$ cat src/rtl/coherence_arbiter.sv
// coherence_arbiter
//   Shared-memory controller for the dual-core build. It arbitrates the single
//   RAM port among two dcaches and two icaches. It also runs MSI snoops between
//   the dcaches. When a snoop hits a dirty line, the snooper's data is forwarded
//   to the requester and written back to RAM in the same cycle.
//
// Ports (index c in {0,1}):
//   CLK, RST            clock, synchronous active-high reset
//   iREN/iaddr          icache read request and word address
//   iwait/iload         icache handshake (low one cycle per word) and data
//   dREN/dWEN           dcache read / write request
//   daddr/dstore        dcache word address and write data
//   cctrans/ccwrite     coherence request (or snoop response) / modify-or-dirty
//   dwait/dload         dcache handshake (low one cycle per word) and data
//   ccwait/ccinv        snoop request and invalidate to cache c
//   ccsnoopaddr         snoop address to cache c
//   ramREN/ramWEN       RAM strobes
//   ramaddr/ramstore    RAM address and write data
//   ramload/ram_ready   RAM read data and completion
module coherence_arbiter #(
    parameter int CPUS = 2
) (
    input  logic                      CLK,
    input  logic                      RST,
    input  logic [CPUS-1:0]           iREN,
    input  logic [CPUS-1:0][31:0]     iaddr,
    output logic [CPUS-1:0]           iwait,
    output logic [CPUS-1:0][31:0]     iload,
    input  logic [CPUS-1:0]           dREN,
    input  logic [CPUS-1:0]           dWEN,
    input  logic [CPUS-1:0][31:0]     daddr,
    input  logic [CPUS-1:0][31:0]     dstore,
    input  logic [CPUS-1:0]           cctrans,
    input  logic [CPUS-1:0]           ccwrite,
    output logic [CPUS-1:0]           dwait,
    output logic [CPUS-1:0][31:0]     dload,
    output logic [CPUS-1:0]           ccwait,
    output logic [CPUS-1:0]           ccinv,
    output logic [CPUS-1:0][31:0]     ccsnoopaddr,
    output logic                      ramREN,
    output logic                      ramWEN,
    output logic [31:0]               ramaddr,
    output logic [31:0]               ramstore,
    input  logic [31:0]               ramload,
    input  logic                      ram_ready
);

    typedef enum logic [2:0] {
        IDLE, DWRITE, SNOOP, FWD1, FWD2, RD1, RD2, IFETCH
    } state_t;

    state_t          state, state_n;
    logic            req, req_n;
    logic            snp;
    logic [31:0]     saddr, saddr_n;
    logic            sinv, sinv_n;
    logic            rr, rr_n;
    logic            ipri, ipri_n;
    logic [CPUS-1:0] pend_upg;
    logic [CPUS-1:0] upg_set;
    logic [CPUS-1:0] upg_clr;
    logic [CPUS-1:0] resp_mask;
    logic [CPUS-1:0] wr_req;
    logic [CPUS-1:0] snp_req;
    logic            gw, gs, gi;

    // Round-robin pick: on a tie the cache not granted last time wins.
    function automatic logic pick(input logic [1:0] v, input logic last);
        if (&v)
            return ~last;
        else
            return v[1];
    endfunction

    assign snp     = ~req;
    assign wr_req  = dWEN & ~cctrans;
    assign snp_req = (cctrans & dREN) | pend_upg;
    assign gw      = pick(wr_req, rr);
    assign gs      = pick(snp_req, rr);
    assign gi      = pick(iREN, ipri);

    // The snooper's cctrans is a response, not an upgrade pulse. Mask it
    // while a snoop is outstanding or forwarding.
    always_comb begin
        resp_mask = '0;
        if (state == SNOOP || state == FWD1 || state == FWD2)
            resp_mask[snp] = 1'b1;
    end

    assign upg_set = cctrans & ~dREN & ~dWEN & ~resp_mask;

    always_comb begin
        state_n     = state;
        req_n       = req;
        saddr_n     = saddr;
        sinv_n      = sinv;
        rr_n        = rr;
        ipri_n      = ipri;
        upg_clr     = '0;
        iwait       = '1;
        iload       = '0;
        dwait       = '1;
        dload       = '0;
        ccwait      = '0;
        ccinv       = '0;
        ccsnoopaddr = '0;
        ramREN      = 1'b0;
        ramWEN      = 1'b0;
        ramaddr     = '0;
        ramstore    = '0;

        case (state)
            IDLE: begin
                // Writebacks outrank snoops, so a snoop target that is
                // mid-eviction can always drain first.
                if (|wr_req) begin
                    state_n = DWRITE;
                    req_n   = gw;
                    rr_n    = gw;
                end else if (|snp_req) begin
                    state_n     = SNOOP;
                    req_n       = gs;
                    rr_n        = gs;
                    saddr_n     = daddr[gs];
                    sinv_n      = ccwrite[gs] | pend_upg[gs];
                    upg_clr[gs] = pend_upg[gs];
                end else if (|iREN) begin
                    state_n = IFETCH;
                    req_n   = gi;
                    ipri_n  = gi;
                end
            end

            DWRITE: begin
                if (!dWEN[req]) begin
                    state_n = IDLE;
                end else begin
                    ramWEN   = 1'b1;
                    ramaddr  = daddr[req];
                    ramstore = dstore[req];
                    if (ram_ready) begin
                        dwait[req] = 1'b0;
                        state_n    = IDLE;
                    end
                end
            end

            SNOOP: begin
                ccwait[snp]      = 1'b1;
                ccsnoopaddr[snp] = saddr;
                ccinv[snp]       = sinv;
                if (cctrans[snp]) begin
                    if (ccwrite[snp])
                        state_n = FWD1;
                    else if (dREN[req])
                        state_n = RD1;
                    else
                        state_n = IDLE;
                end
            end

            FWD1, FWD2: begin
                // Dirty line: the snooper's write-back data feeds RAM and
                // the requester in the same cycle.
                ramWEN   = 1'b1;
                ramaddr  = daddr[snp];
                ramstore = dstore[snp];
                if (dREN[req])
                    dload[req] = dstore[snp];
                if (ram_ready) begin
                    dwait[snp] = 1'b0;
                    if (dREN[req])
                        dwait[req] = 1'b0;
                    state_n = (state == FWD1) ? FWD2 : IDLE;
                end
            end

            RD1, RD2: begin
                if (!dREN[req]) begin
                    state_n = IDLE;
                end else begin
                    ramREN     = 1'b1;
                    ramaddr    = daddr[req];
                    dload[req] = ramload;
                    if (ram_ready) begin
                        dwait[req] = 1'b0;
                        state_n    = (state == RD1) ? RD2 : IDLE;
                    end
                end
            end

            IFETCH: begin
                if (!iREN[req]) begin
                    state_n = IDLE;
                end else begin
                    ramREN     = 1'b1;
                    ramaddr    = iaddr[req];
                    iload[req] = ramload;
                    if (ram_ready) begin
                        iwait[req] = 1'b0;
                        state_n    = IDLE;
                    end
                end
            end

            default: state_n = IDLE;
        endcase
    end

    always_ff @(posedge CLK) begin
        if (RST) begin
            state    <= IDLE;
            req      <= 1'b0;
            saddr    <= '0;
            sinv     <= 1'b0;
            rr       <= 1'b0;
            ipri     <= 1'b0;
            pend_upg <= '0;
        end else begin
            state    <= state_n;
            req      <= req_n;
            saddr    <= saddr_n;
            sinv     <= sinv_n;
            rr       <= rr_n;
            ipri     <= ipri_n;
            // A new pulse in the same cycle as the grant keeps the flag set.
            pend_upg <= (pend_upg & ~upg_clr) | upg_set;
        end
    end

endmodule

$ cat config.mk
export PLATFORM = sky130hd
export DESIGN_NAME = coherence_arbiter
export DESIGN_NICKNAME = d
export VERILOG_FILES = /design/src/rtl/coherence_arbiter.sv
export SDC_FILE = /design/constraint.sdc
export NUM_CORES = 1
export LEC_CHECK = 0
export BUFFER_PORTS_ARGS = -buffer_cell sky130_fd_sc_hd__buf_2
export CORE_AREA = 2 2 197 199
export CTS_CLUSTER_SIZE = 25
export DETAILED_ROUTE_END_ITERATION = 10
export DIE_AREA = 0 0 199 201
export GPL_TIMING_DRIVEN = 1
export SYNTH_ARGS = -nofsm -noshare
export SYNTH_HDL_FRONTEND = slang
export SYNTH_SLANG_ARGS = --single-unit
$ cat constraint.sdc
create_clock -name CLK -period 4.25 [get_ports CLK]
set_input_delay 0 -clock CLK [delete_from_list [all_inputs] [get_ports CLK]]
set_output_delay 0 -clock CLK [all_outputs]
set_load 0.1 [all_outputs]
# Yosys cells after proc, flatten, opt, wreduce, memory -nomap -nowiden
# Index checks and enable logic that the tools add are counted.
[word_totals]
ff_bits = 41
latch_bits = 0
ram_bits = 0
mem_bits_ro = 0
out_inout_bits = 266
n_memories = 0
[op_classes]
addsub = 0
mul = 0
div = 0
order_cmp = 6
n_eq_ne = 11
shift = 0
muxes = 90
bitwise = 27
reduce_logical = 21
[ops]
columns = ["cell", "count"]
rows = [
  ["$mux W32", 18],
  ["$mux W64", 5],
  ["$and A64 B64 Y64", 3],
  ["$pmux W32 S4", 1],
  ["$pmux W64 S2", 1],
  ["$demux W32 S1", 2],
  ["$pmux W32 S2", 1],
  ["$mux W3", 14],
  ["$mux W1", 28],
  ["$mux W2", 13],
  ["$and A2 B2 Y2", 9],
  ["$pmux W3 S6", 1],
  ["$not A2 Y2", 7],
  ["$eq A3 B3 Y1 const B", 4],
  ["$reduce_and A2 Y1", 5],
  ["$reduce_or A2 Y1", 5],
  ["$reduce_and A4 Y1", 2],
  ["$eq A3 B2 Y1 const B", 2],
  ["$lt A1 B2 Y1 const B", 3],
  ["$pmux W2 S3", 1],
  ["$not A1 Y1", 5],
  ["$ne A4 B4 Y1 const B", 1],
  ["$or A2 B2 Y2", 2],
  ["$pmux W1 S2", 2],
  ["13 further kinds", 20],
]

# Longest topological paths before layout
# Gate-level depths: netlist of the first run.
[logic_depth]
ltp_word = 15
mapped_depth = 8
depth_no_buf = 5

# Worst setup path before layout of the first run
# No wires, ideal clock.
[synth_path]
path_type = "reg2out"
from = "reg state[1]"
to = "out ramaddr[27]"
arrival_ps = 3404
path_slack_ps = 846
path_stages_with_launch = 7
n_path_buf = 2
path_cell_list = "dfxtp_1 > or3b_1 > o21ai_2 > buf_4 > buf_2 > a221oi_1 > o21ai_0"
[synth_via]
elab_chain_len = 3
elab_cells_between_ends = 9
cone_classes = "eq/ne (6); mux (1); reduce/logical (2)"
[synth_rtl]
columns = ["element", "line", "rtl"]
rows = [
  ["start, declared", "52", "state_t state, state_n;"],
  ["start signal, assigned", "220", "state <= state_n;"],
  ["$eq A3 B3 Y1 / $eq A3 B2 Y1 (equally long branches)", "112", "case (state)"],
  ["$reduce_or A2 Y1", "112", ""],
  ["$pmux W32 S4 (*)", "112", ""],
  ["end, declared", "42", "output logic [31:0] ramaddr,"],
]
# Every way passes the cells marked *; elsewhere a longest branch is shown, timed or not.

# Final worst setup path of the first run
[layout_path]
from = "reg req"
to = "out ramaddr[7]"
[layout_via]
elab_chain_len = 4
elab_cells_between_ends = 16
cone_classes = "mux (16)"
[layout_rtl]
columns = ["element", "line", "rtl"]
rows = [
  ["start, declared", "53", "logic req, req_n;"],
  ["start signal, assigned", "221", "req <= req_n;"],
  ["$mux W32 (not written as such) (tied with other cells) (2 in series)", "197", "ramaddr = iaddr[req];"],
  ["$mux W32, on equally long branches", "193, 135, 179", ""],
  ["$pmux W32 S4 (*)", "112", ""],
]
# Every way passes the cells marked *; elsewhere a longest branch is shown, timed or not. The select of a mux whose other input is x is not followed.

==> out/results.txt, run 1 <==
CTS tree: built
area delta synth->final: 63.4%
Initial Util: 15.1%
most frequent cell after synthesis: and2_1
root buffer cell: clkbuf_16
share of layout cells above drive strength 1: 45.4%
PD cells: 839 mW/mm²
Final Setup Violations: 0
Tmin final: 3.41 ns
worst hold path depth: 3
antenna violations before repair: 1
Sequential Area: 825 µm²
Core Util, Final: 24.6%
top cell type's share of synthesized area: 19.5%
pre-CTS setup slack: 1.06 ns
syn_area_per_cell: 7.43 µm²
CP Max Fanout: 41
H-tree depth: 2
die width: 199 µm
vias in the first global route: 7601
clk_lat worst skew: 0.30 ns
CP max stage cell: dfxtp_4
max-cap violation count: 0
Setup crit end kind: primary output
top_reg_cell synth: dfxtp_1
Die Span Y: 201 µm
FF-to-FF path depth: 6
GR Util All Layers: 16.5%
worst rel slew slack: 28.1%
Slew @ Worst Pin: 1.08 ns
kind of critical path: flop to primary output
Worst VDD drop: 500 µV
synth cell count leaders: 132 x and2_1, 128 x a221oi_1, 64 x a22o_1
slowest stage delay, CP: 0.73 ns
fillers: 4216
Syn Std Cell Area: 0.00574 mm²
power consumption: 7.87 mW
critical path cell sequence: clkinv_2 -> nor3_4 -> buf_4 -> a22oi_1 -> o21ai_1 -> buf_2
Yosys cell types: 55
TritonRoute pass-1 iters: 5
CTS resizes: 0
GP Congestion: 0.882
Final ANT Viol Nets: 0
kind of cell adding the most delay to the critical path: buffers and inverters
Crit. path cell count: 6
Post-Syn Nets: 1009
status: completed
worst setup margin: 0.844 ns
top cells by area, synth: a221oi_1 20%, and2_1 14%, dfxtp_1 14%, a22o_1 9.8%, mux2i_1 6.3%
# Post-CTS Setup Buffers: 0
Pins Over Slew Limit: 0
first-pass GRT wire length: 49800 µm
Arr. time, crit path: 3.41 ns
Yosys top cell by area: a221oi_1
Fmax: 294 MHz
Post-synth EDFFs: 0
Worst Path Required: 4.25 ns
Worst Path Buf+Inv: 3
row count: 72
RSZ-0062 raised after global routing: no
GRT overflow: 0
PortBufs: 502
Hold Vio Cnt, Final: 0
setup TNS: 0 ns
warnings from Yosys: 0
Yosys reg bits: 41
Worst Hold Class: input port to flop
Post-Syn Instances: 772
HPWL after DPL: 28400 µm
clock buffer depth: 2
Avg Vias per Cell: 4.98
Die Footprint: 0.0400 mm²
Async S/R FF share, synth: 0%
final wirelength: 35700 µm
core area: 0.0381 mm²
post-synthesis sequential area ratio: 14.3%
fin nets: 1440
post-route clock skew: 0.00861 ns
DRC Markers: 0
startpoint types: flop
area of the multi-input gates: 0.00448 mm²
pin count of the biggest net entering global routing: 68
TritonCTS buffer count: 5
CTS Sinks: 41
antenna cells: 0
IO Pins: 503
via count: 8575
Routed WL per cell: 20.7 µm
leakage: 4.49 nW
Iter 0 DRT Violations: 544
crit share post-route: 80.1%
Worst-path clk slew: 0.07 ns
[layer usage]
layer	track usage [%]	part of all wire (%)
met2	29.9	50
met4	4.69	2.4
met3	1.86	6.7
met1	20.4	41
met5	0	0
[cells in the final DEF (no fill, tap or decap), types with 2 or more instances in the layout]
cell,synthesis,final
buf_2,43,466
and2_1,132,132
a221oi_1,128,128
a22o_1,64,64
o21ai_0,48,48
nor2_1,43,40
a21oi_1,40,40
dfxtp_1,41,40
buf_12,0,37
mux2i_1,36,36
a22oi_1,33,33
o21ai_1,30,30
buf_4,7,16
nand2_1,9,9
nor2b_1,6,6
nand3_1,6,6
and3_1,5,5
inv_1,5,5
clkbuf_16,0,5
nor2_4,0,3
nand2b_1,3,3
nor4b_1,3,3
nor3_1,4,3
a2bb2oi_1,3,3
mux2_2,2,2
o211ai_2,2,2
or3b_1,2,2
maj3_1,2,2
nor3_2,1,2
o211ai_1,2,2
a311oi_1,2,2
bufinv_16,0,2
[registers in the layout, indices dropped and copies added, names as in the netlist]
register  count
ipri          1
pend_upg      2
req           1
rr            1
saddr        32
sinv          1
state         3
[kinds of logic after synthesis]
group                      share of synthesized area, %
AOI/OAI and AO/OA                                  47.4
and+or+nand+nor                                    22.9
buffers and inverters                              8.33
DFF                                                14.3
muxes                                              6.67
adders and majority gates                         0.349
[final cells by class]
type | count | share of cell area [%]
timing repair buffer | 520 | 34.2
clock inverter | 3 | 0.734
inverter | 6 | 0.254
multi-input combinational | 629 | 47.8
clock buffer | 5 | 1.33
tap | 518 | 6.91
sequential | 41 | 8.79
[worst min-delay path: stages]
cell and delay (ns):
buf_2 0.09, mux2i_1 0.06, a21oi_1 0.12
[power by group]
group          switching (mW)  leakage (nW)  internal [mW]  total, mW
Sequential              0.210         0.337          0.504      0.714
Combinational            5.21          4.06           1.42       6.63
Clock                   0.180        0.0944          0.339      0.520
Total                    5.60          4.49           2.27       7.87
[worst paths after layout]
kind | start | to | slack, ns
min reg2reg | ipri$_SDFFE_PP0P_ | ipri$_SDFFE_PP0P_ | 0.50
max reg2reg | req$_SDFFE_PP0P_ | state[0]$_SDFFE_PP0P_ | 1.44
min | daddr[5] | saddr[5]$_SDFFE_PP0P_ | 0.02
max | req$_SDFFE_PP0P_ | ramaddr[7] | 0.84
[per-stage QoR]
step,instances,hold slack [ns],instance area [µm²]
2_1_floorplan,772,0.116,5740
3_3_place_gp,1713,0.309,9170
3_5_place_dp,1713,0.309,9170
4_1_cts,1722,0.00502,9380
5_1_grt,1722,0.0205,9380
6_report,1722,0.0167,9380
[repair_timing]
action                                  CTS  global route
endpoints found under the setup margin    0             0
endpoints found under the hold margin     1             0
hold buffers                              1             0
No activity file was read; power rests on OpenSTA's default activity.
==> run 2, diff against run 1 <==
--- a/config.mk
+++ b/config.mk
@@ -5,11 +5,12 @@
 export SDC_FILE = /design/constraint.sdc
 export NUM_CORES = 1
 export LEC_CHECK = 0
+export ABC_AREA = 1
 export BUFFER_PORTS_ARGS = -buffer_cell sky130_fd_sc_hd__buf_2
-export CORE_AREA = 2 2 197 199
+export CORE_AREA = 2 2 193 195
 export CTS_CLUSTER_SIZE = 25
 export DETAILED_ROUTE_END_ITERATION = 10
-export DIE_AREA = 0 0 199 201
+export DIE_AREA = 0 0 195 197
 export GPL_TIMING_DRIVEN = 1
 export SYNTH_ARGS = -nofsm -noshare
 export SYNTH_HDL_FRONTEND = slang
==> constraint.sdc (replaced) <==
create_clock -name CLK -period 2.8 [get_ports CLK]
set_input_delay 0 -clock CLK [delete_from_list [all_inputs] [get_ports CLK]]
set_output_delay 0 -clock CLK [all_outputs]
set_load 0.1 [all_outputs]
==> run 2 against run 1 <==
Final area is 23% higher; register-to-register slack worse by 0.69 ns; clock power rose by 34%; combinational power up 58%; global-route usage grew 3.0 points; count of clock-buffer cells in the layout grew 1; first-iteration DRC count increased by 45%; hold slack improved by 0.013 ns; setup slack got worse by 0.62 ns; sequential power rose by 18%; die area shrank 4.0%; flip-flop and latch count stayed put; critical path type unchanged; critical endpoint is now ramaddr[19]; largest cell class unchanged; largest power group unchanged; highest routed layer is now met5.
==> out/results.txt, run 2 <==
hold_buf cts: 0
Hold Vio Cnt, Final: 0
syn_area_per_cell: 5.77 µm²
Yosys top cell by area: nand2_1
cell mode on critical path: nand2_4
Yosys reg bits: 41
Tmin final: 2.58 ns
Fmax: 388 MHz
CTS tree: built
TritonRoute pass-1 iters: 5
GR Util All Layers: 19.5%
CTS Sinks: 41
startpoint types: flop
max FFs per register: 32
worst reg2reg path startpoint: state[2]$_SDFFE_PP0P_
warnings from Yosys: 0
Worst Hold Class: input port to flop
GRT overflow: 0
HPWL after DPL: 31800 µm
# Post-CTS Setup Buffers: 0
first-pass GRT wire length: 58400 µm
post-route clock skew: 0.0107 ns
r2r setup slk: 0.75 ns
antenna cells: 0
share of layout cells above drive strength 1: 42.8%
pin count of the biggest net entering global routing: 100
Final ANT Viol Nets: 0
Top Registers: saddr x32, state x3, pend_upg x2
Slew @ Worst Pin: 1.02 ns
Fin Hold WS: 0.0293 ns
vias in the first global route: 9727
PortBufs: 502
FF-to-FF path depth: 7
Routed WL per cell: 19.4 µm
top_reg_cell synth: dfxtp_1
Avg Vias per Cell: 4.96
Pins Over Slew Limit: 0
Worst-path clk slew: 0.07 ns
kind of critical path: flop to primary output
Finished Layout Cells: 2065
PD cells: 1040 mW/mm²
GP Congestion: 0.930
critical path cell sequence: inv_2 -> nand2_2 -> nand2_4 -> inv_6 -> nand2_4 -> inv_4 -> nand2_1 -> o2111ai_2 -> buf_2
RSZ-0062 raised after global routing: no
CP max stage cell: inv_4
crit share post-route: 92.0%
most frequent cells in the layout: 392 x buf_2, 327 x nand2_1, 135 x inv_1
Arr. time, crit path: 2.58 ns
max-cap violation count: 0
leading cell type in the layout, fill and taps excluded: buf_2
CP Max Fanout: 44
post-route design area: 0.0116 mm²
core area: 0.0363 mm²
Worst Path Required: 2.80 ns
root buffer cell: clkbuf_16
power consumption: 12.0 mW
Die Footprint: 0.0384 mm²
final wirelength: 40000 µm
clk_lat worst skew: 0.29 ns
Final Setup Violations: 0
top cell type's share of synthesized area: 18.3%
Placed Cells: 2057
leakage: 5.47 nW
area delta synth->final: 72.8%
CTS resizes: 0
Post-synth EDFFs: 0
hold_sp: daddr[16]
DRC Markers: 0
Async S/R FF share, synth: 0%
H-tree depth: 2
die width: 195 µm
fin nets: 1833
clock buffer depth: 2
top cells by area, synth: nand2_1 18%, dfxtp_1 12%, nor2_1 8.5%, o211ai_1 7.8%, inv_1 7.6%
Yosys cell types: 37
IO Pins: 503
Placed Area: 0.0114 mm²
Hold EP: saddr[16]$_SDFFE_PP0P_
post-synthesis sequential area ratio: 12.3%
antenna violations before repair: 1
status: completed
worst rel slew slack: 32.3%
Top reg by flops: saddr
Initial Util: 18.5%
Iter 0 DRT Violations: 787
TritonCTS buffer count: 5
slowest stage delay, CP: 0.47 ns
Setup crit end kind: primary output
synth cell count leaders: 327 x nand2_1, 151 x nor2_1, 135 x inv_1
Worst VDD drop: 503 µV
r2r endpoint: saddr[10]$_SDFFE_PP0P_
Die Span Y: 197 µm
row count: 70
Post-Syn Nets: 1398
worst hold path depth: 3
Syn Std Cell Area: 0.00670 mm²
via count: 10245
Post-Syn Instances: 1161
most frequent cell after synthesis: nand2_1
==> run 2: layout make-up <==
cell class / count / area [µm²]
Fill cell: 3980 / 24700
Clock buffer: 6 / 139
Multi-Input combinational cell: 874 / 5070
Clock inverter: 2 / 36.3
Tap cell: 468 / 586
Timing Repair Buffer: 524 / 4340
Inverter: 150 / 576
Sequential cell: 41 / 825
==> run 2: worst max-delay path, delay by kind of cell, from the launching register on <==
kind | cells | cell delay [ns]
AO/OA/AOI/OAI | 1 | 0.11
buffers and inverters | 4 | 1.23
AND/OR/NAND/NOR | 4 | 0.46
flip-flops | 1 | 0.43
==> run 2: where the power goes <==
part,internal [mW],switching (mW),total (mW)
clock network,0.446,0.253,0.699
logic,2.53,7.95,10.5
registers,0.730,0.116,0.846
==> run 2: how the worst max path moves through the flow <==
stage,startpoint,end,depth (start not counted)
6_report,state[2]$_SDFFE_PP0P_,ramaddr[19],9
4_1_cts,req$_SDFFE_PP0P_,ramaddr[26],8
3_3_place_gp,req$_SDFFE_PP0P_,ramaddr[26],8
2_1_floorplan,state[1]$_SDFFE_PP0P_,dload[26],7
3_5_place_dp,req$_SDFFE_PP0P_,ramaddr[26],8
5_1_grt,state[0]$_SDFFE_PP0P_,ramaddr[19],9
==> run 2: kinds of logic (layout without fill, tap and decap cells) <==
group,count (synthesis),count (layout),synth area share [%]
AO/OA/AOI/OAI,284,284,32.2
AND/OR/NAND/NOR,557,557,33.7
multiplexers,33,33,4.93
buffers and inverters,246,682,16.9
flip-flops,41,41,12.3
==> run 2: per-layer routing <==
metal,track usage [%],part of all wire [%],vias to the layer above
met5,0,0.033,-
met4,6.62,3.0,2
met3,2.86,7.5,69
met2,33.2,47,596
met1,25.2,42,4788
li1,-,-,4790
==> run 2: through the flow <==
stage                     utilization, %  setup WS (ns)  setup TNS [ns]
after floorplan                        -         -0.477          -16.85
after global placement              31.4          0.587               0
after detailed placement            31.4          0.570               0
after CTS                           31.9          0.260               0
after global routing                31.9         0.0707               0
final                               31.9          0.223               0
